## src/rtl/fetch_pkg.sv

```systemverilog
// rtl/fetch_pkg.sv - shared state/entry types and sizing helpers for the fetch front end
package fetch_pkg;
   localparam int NFU_DEFAULT = 2;
   localparam int VA_DEFAULT  = 64;
   localparam int BUNDLE_BITS = NFU_DEFAULT * 32;
   localparam int STRIDE      = NFU_DEFAULT * 4;
   localparam int ALIGN_BITS  = $clog2(STRIDE);

   typedef enum logic [0:0] {ISSUE, WAIT} fetch_state_t;

   typedef struct packed {
      logic [BUNDLE_BITS-1:0] bundle;
      logic [VA_DEFAULT-1:0]  pc;
   } bundle_entry_t;

   function automatic int bundle_bits(input int nfu);
      return nfu * 32;
   endfunction

   function automatic int stride_bytes(input int nfu);
      return nfu * 4;
   endfunction

   function automatic int align_bits(input int nfu);
      return $clog2(nfu * 4);
   endfunction
endpackage

```

## src/rtl/fetch_buffer.sv

```systemverilog
// rtl/fetch_buffer.sv - bundle FIFO with flush; head is read directly from registered storage
module fetch_buffer #(
   parameter int WIDTH = 128,
   parameter int DEPTH = 4
) (
   input  logic             clk,
   input  logic             reset,
   input  logic             flush,
   input  logic             push,
   input  logic [WIDTH-1:0] push_data,
   input  logic             pop,
   output logic [WIDTH-1:0] head_data,
   output logic             full,
   output logic             empty
);
   localparam int PW = $clog2(DEPTH);

   logic [WIDTH-1:0] mem_q [DEPTH];
   logic [WIDTH-1:0] mem_d [DEPTH];
   logic [PW-1:0]    wr_ptr_q, wr_ptr_d;
   logic [PW-1:0]    rd_ptr_q, rd_ptr_d;
   logic [PW:0]      count_q, count_d;
   logic             do_push, do_pop;

   assign full      = (count_q == (PW+1)'(DEPTH));
   assign empty     = (count_q == '0);
   assign head_data = mem_q[rd_ptr_q];

   always_comb begin
      do_push  = push && !full;
      do_pop   = pop && !empty;
      mem_d    = mem_q;
      wr_ptr_d = wr_ptr_q;
      rd_ptr_d = rd_ptr_q;
      count_d  = count_q;
      // Flush wins over any same-cycle push/pop; storage contents are left stale.
      if (flush) begin
         wr_ptr_d = '0;
         rd_ptr_d = '0;
         count_d  = '0;
      end else begin
         if (do_push) begin
            mem_d[wr_ptr_q] = push_data;
            wr_ptr_d        = wr_ptr_q + 1'b1;
         end
         if (do_pop) begin
            rd_ptr_d = rd_ptr_q + 1'b1;
         end
         case ({do_push, do_pop})
            2'b10:   count_d = count_q + 1'b1;
            2'b01:   count_d = count_q - 1'b1;
            default: count_d = count_q;
         endcase
      end
   end

   always_ff @(posedge clk) begin
      mem_q <= mem_d;
      if (reset) begin
         wr_ptr_q <= '0;
         rd_ptr_q <= '0;
         count_q  <= '0;
      end else begin
         wr_ptr_q <= wr_ptr_d;
         rd_ptr_q <= rd_ptr_d;
         count_q  <= count_d;
      end
   end
endmodule

```

## src/rtl/fetch_unit.sv

```systemverilog
// rtl/fetch_unit.sv - fetch front end: holds the bundle PC, issues one mmu request at a time,
// queues returned bundles for decode and squashes the in-flight request on redirect.
module fetch_unit
   import fetch_pkg::*;
#(
   parameter int                              VIRTUAL_ADDRESS_SIZE = VA_DEFAULT,
   parameter int                              NFU                  = NFU_DEFAULT,
   parameter int                              BUF_DEPTH            = 4,
   parameter logic [VIRTUAL_ADDRESS_SIZE-1:0] RESET_PC             = '0
) (
   input  logic                            clk,
   input  logic                            reset,
   output logic [VIRTUAL_ADDRESS_SIZE-1:0] fetchAddress,
   output logic                            doFetch,
   input  logic [NFU*32-1:0]               fetchData,
   input  logic                            doneFetch,
   input  logic                            redirectValid,
   input  logic [VIRTUAL_ADDRESS_SIZE-1:0] redirectTarget,
   output logic                            bundleValid,
   output logic [NFU*32-1:0]               bundleOut,
   output logic [VIRTUAL_ADDRESS_SIZE-1:0] bundlePc,
   input  logic                            bundleReady
);
   localparam int BUNDLE_W = bundle_bits(NFU);
   localparam int ALIGN_W  = align_bits(NFU);
   localparam int ENTRY_W  = BUNDLE_W + VIRTUAL_ADDRESS_SIZE;
   localparam logic [VIRTUAL_ADDRESS_SIZE-1:0] STRIDE_V = VIRTUAL_ADDRESS_SIZE'(stride_bytes(NFU));

   fetch_state_t                    state_q, state_d;
   logic [VIRTUAL_ADDRESS_SIZE-1:0] pc_q, pc_d;
   logic [VIRTUAL_ADDRESS_SIZE-1:0] fetch_addr_q, fetch_addr_d;
   logic                            squash_q, squash_d;
   logic                            do_fetch_q, do_fetch_d;
   logic                            buf_push, buf_pop, buf_flush;
   logic                            buf_full, buf_empty;
   logic [ENTRY_W-1:0]              buf_head;

   fetch_buffer #(
      .WIDTH (ENTRY_W),
      .DEPTH (BUF_DEPTH)
   ) u_buffer (
      .clk       (clk),
      .reset     (reset),
      .flush     (buf_flush),
      .push      (buf_push),
      .push_data ({fetchData, fetch_addr_q}),
      .pop       (buf_pop),
      .head_data (buf_head),
      .full      (buf_full),
      .empty     (buf_empty)
   );

   assign fetchAddress           = fetch_addr_q;
   assign doFetch                = do_fetch_q;
   assign bundleValid            = !buf_empty;
   assign {bundleOut, bundlePc}  = buf_empty ? '0 : buf_head;

   always_comb begin
      state_d      = state_q;
      pc_d         = pc_q;
      fetch_addr_d = fetch_addr_q;
      squash_d     = squash_q;
      do_fetch_d   = 1'b0;
      buf_push     = 1'b0;
      buf_flush    = 1'b0;
      buf_pop      = !buf_empty && bundleReady;
      if (redirectValid) begin
         // The flush also voids any same-cycle dequeue inside the buffer.
         pc_d      = {redirectTarget[VIRTUAL_ADDRESS_SIZE-1:ALIGN_W], ALIGN_W'(0)};
         buf_flush = 1'b1;
         if (state_q == WAIT) begin
            if (doneFetch) begin
               squash_d = 1'b0;
               state_d  = ISSUE;
            end else begin
               squash_d = 1'b1;
            end
         end
      end else begin
         case (state_q)
            ISSUE: begin
               if (!buf_full) begin
                  do_fetch_d   = 1'b1;
                  fetch_addr_d = pc_q;
                  state_d      = WAIT;
               end
            end
            WAIT: begin
               if (doneFetch) begin
                  if (squash_q) begin
                     squash_d = 1'b0;
                  end else begin
                     buf_push = 1'b1;
                     pc_d     = pc_q + STRIDE_V;
                  end
                  state_d = ISSUE;
               end
            end
         endcase
      end
   end

   always_ff @(posedge clk) begin
      if (reset) begin
         state_q      <= ISSUE;
         pc_q         <= RESET_PC;
         fetch_addr_q <= RESET_PC;
         squash_q     <= 1'b0;
         do_fetch_q   <= 1'b0;
      end else begin
         state_q      <= state_d;
         pc_q         <= pc_d;
         fetch_addr_q <= fetch_addr_d;
         squash_q     <= squash_d;
         do_fetch_q   <= do_fetch_d;
      end
   end
endmodule

```

## config.mk

```make
export PLATFORM = sky130hd
export DESIGN_NAME = fetch_unit
export DESIGN_NICKNAME = d
export VERILOG_FILES = /design/src/rtl/fetch_pkg.sv /design/src/rtl/fetch_buffer.sv /design/src/rtl/fetch_unit.sv
export SDC_FILE = /design/constraint.sdc
export NUM_CORES = 1
export LEC_CHECK = 0
export ABC_AREA = 1
export CAP_MARGIN = 20
export CORE_MARGIN = 2
export CORE_UTILIZATION = 54
export CTS_BUF_LIST = sky130_fd_sc_hd__clkbuf_4
export DETAILED_ROUTE_END_ITERATION = 8
export PLACE_DENSITY = 0.88
export RECOVER_POWER = 50
export SYNTH_ARGS = -nofsm -noshare
export SYNTH_HDL_FRONTEND = slang
export SYNTH_SLANG_ARGS = --single-unit
```

## constraint.sdc

```tcl
create_clock -name clk -period 16.05 [get_ports clk]
set_clock_uncertainty 0.2 [all_clocks]
set_input_delay 3.21 -clock clk [delete_from_list [all_inputs] [get_ports clk]]
set_output_delay 3.21 -clock clk [all_outputs]
set_load 0.03 [all_outputs]
```

After elaboration in Yosys (flattened, before gate mapping)
Index checks and enable logic that the tools add are counted.
{ "classes": {"bitwise_logic": 7, "n_lt_le_gt_ge": 3, "n_eq_ne": 4, "addsub": 5, "n_mux": 26, "n_reduce_logical": 18} }
{ "op_table": {"columns": ["op", "count"], "rows": [
  ["512-bit bitwise mux", 1],
  ["128-bit 2-to-1 mux", 4],
  ["128-bit binary-select mux with 2-bit select", 1],
  ["128-bit demux with 2-bit select", 1],
  ["64-bit 2-to-1 mux", 4],
  ["64-bit by 4-bit adder with 64-bit output (second input constant)", 1],
  ["1-bit 2-to-1 mux", 13],
  ["3-bit AND reduction", 3],
  ["3-bit >= comparator (second input constant)", 2],
  ["2-bit NOT with 3-bit output", 2],
  ["3-bit one-hot mux with 2 select lines", 1],
  ["2-bit nonzero test", 3],
  ["1-bit NOT", 5],
  ["2-bit by 1-bit adder with 2-bit output (second input constant)", 2],
  ["1-bit logical AND", 4],
  ["2-bit AND reduction", 2],
  ["2-bit OR reduction", 2],
  ["3-bit by 1-bit adder with 3-bit output (second input constant)", 1],
  ["3-bit equality test (second input constant)", 1],
  ["3-bit logical NOT", 1],
  ["3-bit by 1-bit less-than comparator with 1-bit output (second input constant)", 1],
  ["3-bit OR reduction", 1],
  ["3-bit by 1-bit subtractor with 3-bit output (second input constant)", 1],
  ["2-bit by 1-bit equality test with 1-bit output (second input constant)", 1],
  ["other kinds (4)", 5]
]} }
{ "word_totals": {"wordCells": 76, "output_inout_bits": 194, "ff_bits": 650, "input_bits": 133} }

Logic depth before layout (Yosys ltp)
{ "depth": {"depth_word": 7, "ltp_mapped": 13, "mapped_depth_nobuf": 12} }

By module
Synthesis repeated with hierarchy kept, for this count alone.
{ "unflattened": {"hier_cells": 2664, "area_unflattened_um2": 27337.5} }
{ "by_module_without_submodules": {"columns": ["module", "cells_each", "area_each_um2", "seq_area_each_um2", "instances"], "rows": [
  ["fetch_buffer", 1310, 19447.4, 15514.9, 1],
  ["fetch_unit", 1354, 7890.1, 2502.4, 1]
]} }

Least setup slack after synthesis
Ideal clock, no wire load.
{ "synth_path": {"kind": "in2reg", "start": "input port doneFetch", "end": "register u_buffer.mem_q[100] (netlist name) (enable)", "t_required_ns": 15.239, "arrival_time_ns": 9.082, "setup_slack_ns": 6.157, "cell_stages": 7, "cell_sequence": "nand2_1 -> nor2_4 -> inv_2 -> nor2_1 -> buf_4 -> nand2_2 -> nor2_1"} }
{ "synth_via": {"elab_chain_len": 5} }
{ "synth_lines": {"columns": ["item", "line_no", "source"], "rows": [
  ["start, declared", "fetch_unit.sv:16", "input logic doneFetch,"],
  ["1-bit 2-to-1 mux", "fetch_unit.sv:89", "if (doneFetch) begin"],
  ["1-bit 2-to-1 mux", "fetch_unit.sv:80", "case (state_q)"],
  ["1-bit 2-to-1 mux", "fetch_unit.sv:67", "if (redirectValid) begin"],
  ["1-bit logical AND", "fetch_buffer.sv:30", "do_push = push && !full;"],
  ["2-bit AND reduction (no line)", null, null],
  ["end signal, assigned", "fetch_buffer.sv:58", "mem_q <= mem_d;"],
  ["end, declared", "fetch_buffer.sv:18", "logic [WIDTH-1:0] mem_q [DEPTH];"]
]} }
Every way passes these cells.
A chain may end at the register's enable or synchronous reset.

Final worst setup path
{ "layout_path": {"start": "input port doneFetch", "end": "register u_buffer.mem_q[322] (netlist name) (enable)"} }
Same word-level chain as after synthesis.

==> results.yml <==
outcome:
  status: "finished, violations left"
  violations: "max-capacitance violations, max-slew violations"
placement:
  portBuffers: 317
  gp_congestion: 0.958
  dpl.hpwl_um: 45300
  placedCellCount: 3378
  pre_cts_ws_ps: 8360
synth:
  syn_area_per_cell_um2: 10.2
  synthFlopType: "edfxtp_1"
  synthTopCellsByArea: "edfxtp_1 (57%), dfxtp_1 (10%), nor2_1 (9.9%)"
  post-synth-top-count-cell: "nor2_1"
  synth.largest_area_cell: "edfxtp_1"
  yosysSeqAreaShare: 0.673
  synth-seq-cells: 632
  ys_top_cells_by_count: "nor2_1 (694), edfxtp_1 (500), o21ai_0 (349)"
  async_flop_share: 0
  syn_inst: 2566
  ys_types: 39
  netlist_area_um2: 26200
  ys.warnings.count: 0
  yosysTopAreaCellShare: 0.572
  synth_edf_count: 500
clock_network:
  clock_latency_ps: 960
  cts-buffers-inserted: 155
  cts_tree: "done"
  ctsHtreeMaxLevel: 4
  clockBufferDepth: 3
  clk_pin_slew_ps: 80
  post_cts_buffers: 0
  cts_resized: 0
  root_buffer: "clkbuf_4"
  cts_sinks: 632
  hold_buffers: 0
timing:
  slew_violations: 289
  rsz0062_at_grt: "no"
  report.final.setup_viol: 0
  tightest_slew_ps: 3890
  relSlewSlack: -1.60
  tns_ps: 0
  timing.final.ws_setup_ps: 6990
  hold_viol_final: 0
  max_freq_ghz: 0.110
  finalCriticalPeriod_ps: 9060
  finalCritPeriodShare: 0.564
floorplanning:
  placementRows: 80
  die_area_um2: 50400
  die_x_um: 224
  die_h_um: 224
  core_area_um2: 47800
  start_util: 0.548
  ios: 327
route:
  first_iter_violations: 2049
  drc: 0
  totalWireLength_um: 73700
  vias: 20600
  via_per_inst: 5.64
  ant_nets: 0
  dr.pass1.iters: 6
  wire_per_inst_um: 20.1
layout:
  final_cells: 3661
  nets: 3060
  drive_above_1_share: 0.0982
  syn2layout_area_growth_pct: 21.2
setup_path:
  crit_path_start_kind: "input port"
  r2r_setup_slack_ps: 9450
  r2r-start: "state_q$_SDFF_PP0_"
  cp_cell_sequence: "dlygate4sd3_1, nand2_1, nor2_1, inv_1, nor2_1, nand2_1, nor2_1, buf_4, buf_4"
  critical_path_arrival_ps: 9410
  slowest_stage: "nor2_1"
  slowest_delay_ps: 1950
  reg2regPathDepth: 8
  end_kind: "flop"
  worstSetupPathType: "input port to flop"
  path_max_fanout: 54
  r2r_end: "u_buffer.mem_q[322]$_DFFE_PP_"
  worstPathRequired_ps: 16400
  cp_common_cell: "nor2_1"
global_routing:
  grt-ovfl-total: 0
  grt_pass1_vias: 20500
  antenna_found_initial: 7
  grt_max_degree: 201
  track_usage: 0.289
  grt_pass1_wl_um: 111000
worst_hold_path:
  hold_path_class: "flop to flop"
  hold_end: "u_buffer.mem_q[58]$_DFFE_PP_"
  worstHoldPathCells: 0
  holdCritStartpoint: "fetchAddress[58]$_SDFFE_PP0P_"
power:
  powerDensity_nw_per_um2: 107
  p_clk_frac: 0.402
  p_total_mw: 3.39
  p_sw_uw: 785
  intPower_mw: 2.61
  p_sw_frac: 0.231
  leakage_nw: 10.9
  pwr-share-seq: 0.541
  p_comb_frac: 0.057
  max-vdd-ir-drop_mv: 0.0527
job:
  maxCapViolations: 6
-- flip-flops by register name, summed over array words and instances, names as in the netlist --
| name | count |
|---|---|
| u_buffer.count_q | 3 |
| doFetch | 1 |
| fetchAddress | 61 |
| pc_q | 61 |
| u_buffer.rd_ptr_q | 2 |
| u_buffer.mem_q | 500 |
| u_buffer.wr_ptr_q | 2 |
| state_q | 1 |
| squash_q | 1 |
-- final cells by class --
type	count	area, um^2
Sequential cell	632	17700
Fill cell	3555	16000
Multi-Input combinational cell	1699	7640
Timing Repair Buffer	338	3320
Clock buffer	223	1670
Tap cell	615	769
Clock inverter	50	364
Inverter	94	360
Antenna cell	10	25.0
-- routing by layer --
layer,GRT usage,share of wire
met1,0.371,0.40
met2,0.473,0.48
met3,0.0660,0.086
met4,0.129,0.027
met5,0,0.00018
-- worst max-delay path: cells and delay by family --
family,cells,cell delay [ps]
and+or+nand+nor,5,3410
buffers and inverters,4,2620
-- per-stage QoR --
stage | hold slack (ps) | utilization | instance area (um^2)
2_1_floorplan | 254 | - | 26300
3_3_place_gp | 289 | 0.623 | 29800
3_5_place_dp | 309 | 0.623 | 29800
4_1_cts | 301 | 0.665 | 31800
5_1_grt | 317 | 0.665 | 31800
6_report | 293 | 0.665 | 31800
-- power groups by stage --
stage	clock [mW]	sequential, mW	combinational [mW]
after floorplan	0	1.88	0.0771
after global routing	1.47	1.84	0.208
after detailed placement	0	1.87	0.193
after global placement	0	1.87	0.189
after CTS	1.39	1.84	0.195
final	1.36	1.84	0.194
-- cells in the final DEF, fill, tap and decap left out, types with 10 or more instances in the layout --
cell type,count
dlygate4sd3_1,65
nand4_1,14
a21oi_1,198
o21ai_1,11
nor2_2,15
buf_4,16
clkbuf_4,223
clkinv_1,35
edfxtp_1,500
inv_1,90
a31oi_1,27
nor3_1,13
clkdlybuf4s50_1,250
diode_2,10
nor2_1,692
xnor2_1,11
o21ai_0,349
nand2_1,263
nand3_1,46
xor2_1,11
dfxtp_1,130
-- how the worst max path moves through the flow --
stage / start / end / slack (ps) / cells after the start
4_1_cts: u_buffer.rd_ptr_q[0]$_SDFFE_PP0P_ / bundlePc[54] / 8030 / 5
2_1_floorplan: doneFetch / u_buffer.mem_q[100]$_DFFE_PP_ / 6160 / 7
3_5_place_dp: doneFetch / u_buffer.mem_q[179]$_DFFE_PP_ / 8360 / 9
3_3_place_gp: doneFetch / u_buffer.mem_q[310]$_DFFE_PP_ / 8450 / 9
5_1_grt: doneFetch / u_buffer.mem_q[325]$_DFFE_PP_ / 6790 / 9
6_report: doneFetch / u_buffer.mem_q[322]$_DFFE_PP_ / 6990 / 9
-- cells by family (layout without fill, tap and decap cells) --
group | after synthesis | after routing | share of synthesized area
AND/OR/NAND/NOR | 1067 | 1067 | 0.162
flip-flops | 632 | 632 | 0.673
AO/OA/AOI/OAI | 597 | 597 | 0.116
buffers and inverters | 240 | 705 | 0.0371
XOR/XNOR | 22 | 22 | 0.00734
adder cells (fa/ha/maj) | 7 | 7 | 0.00362
other | 1 | 16 | 0.000143
No activity file was read; power rests on OpenSTA's default activity.
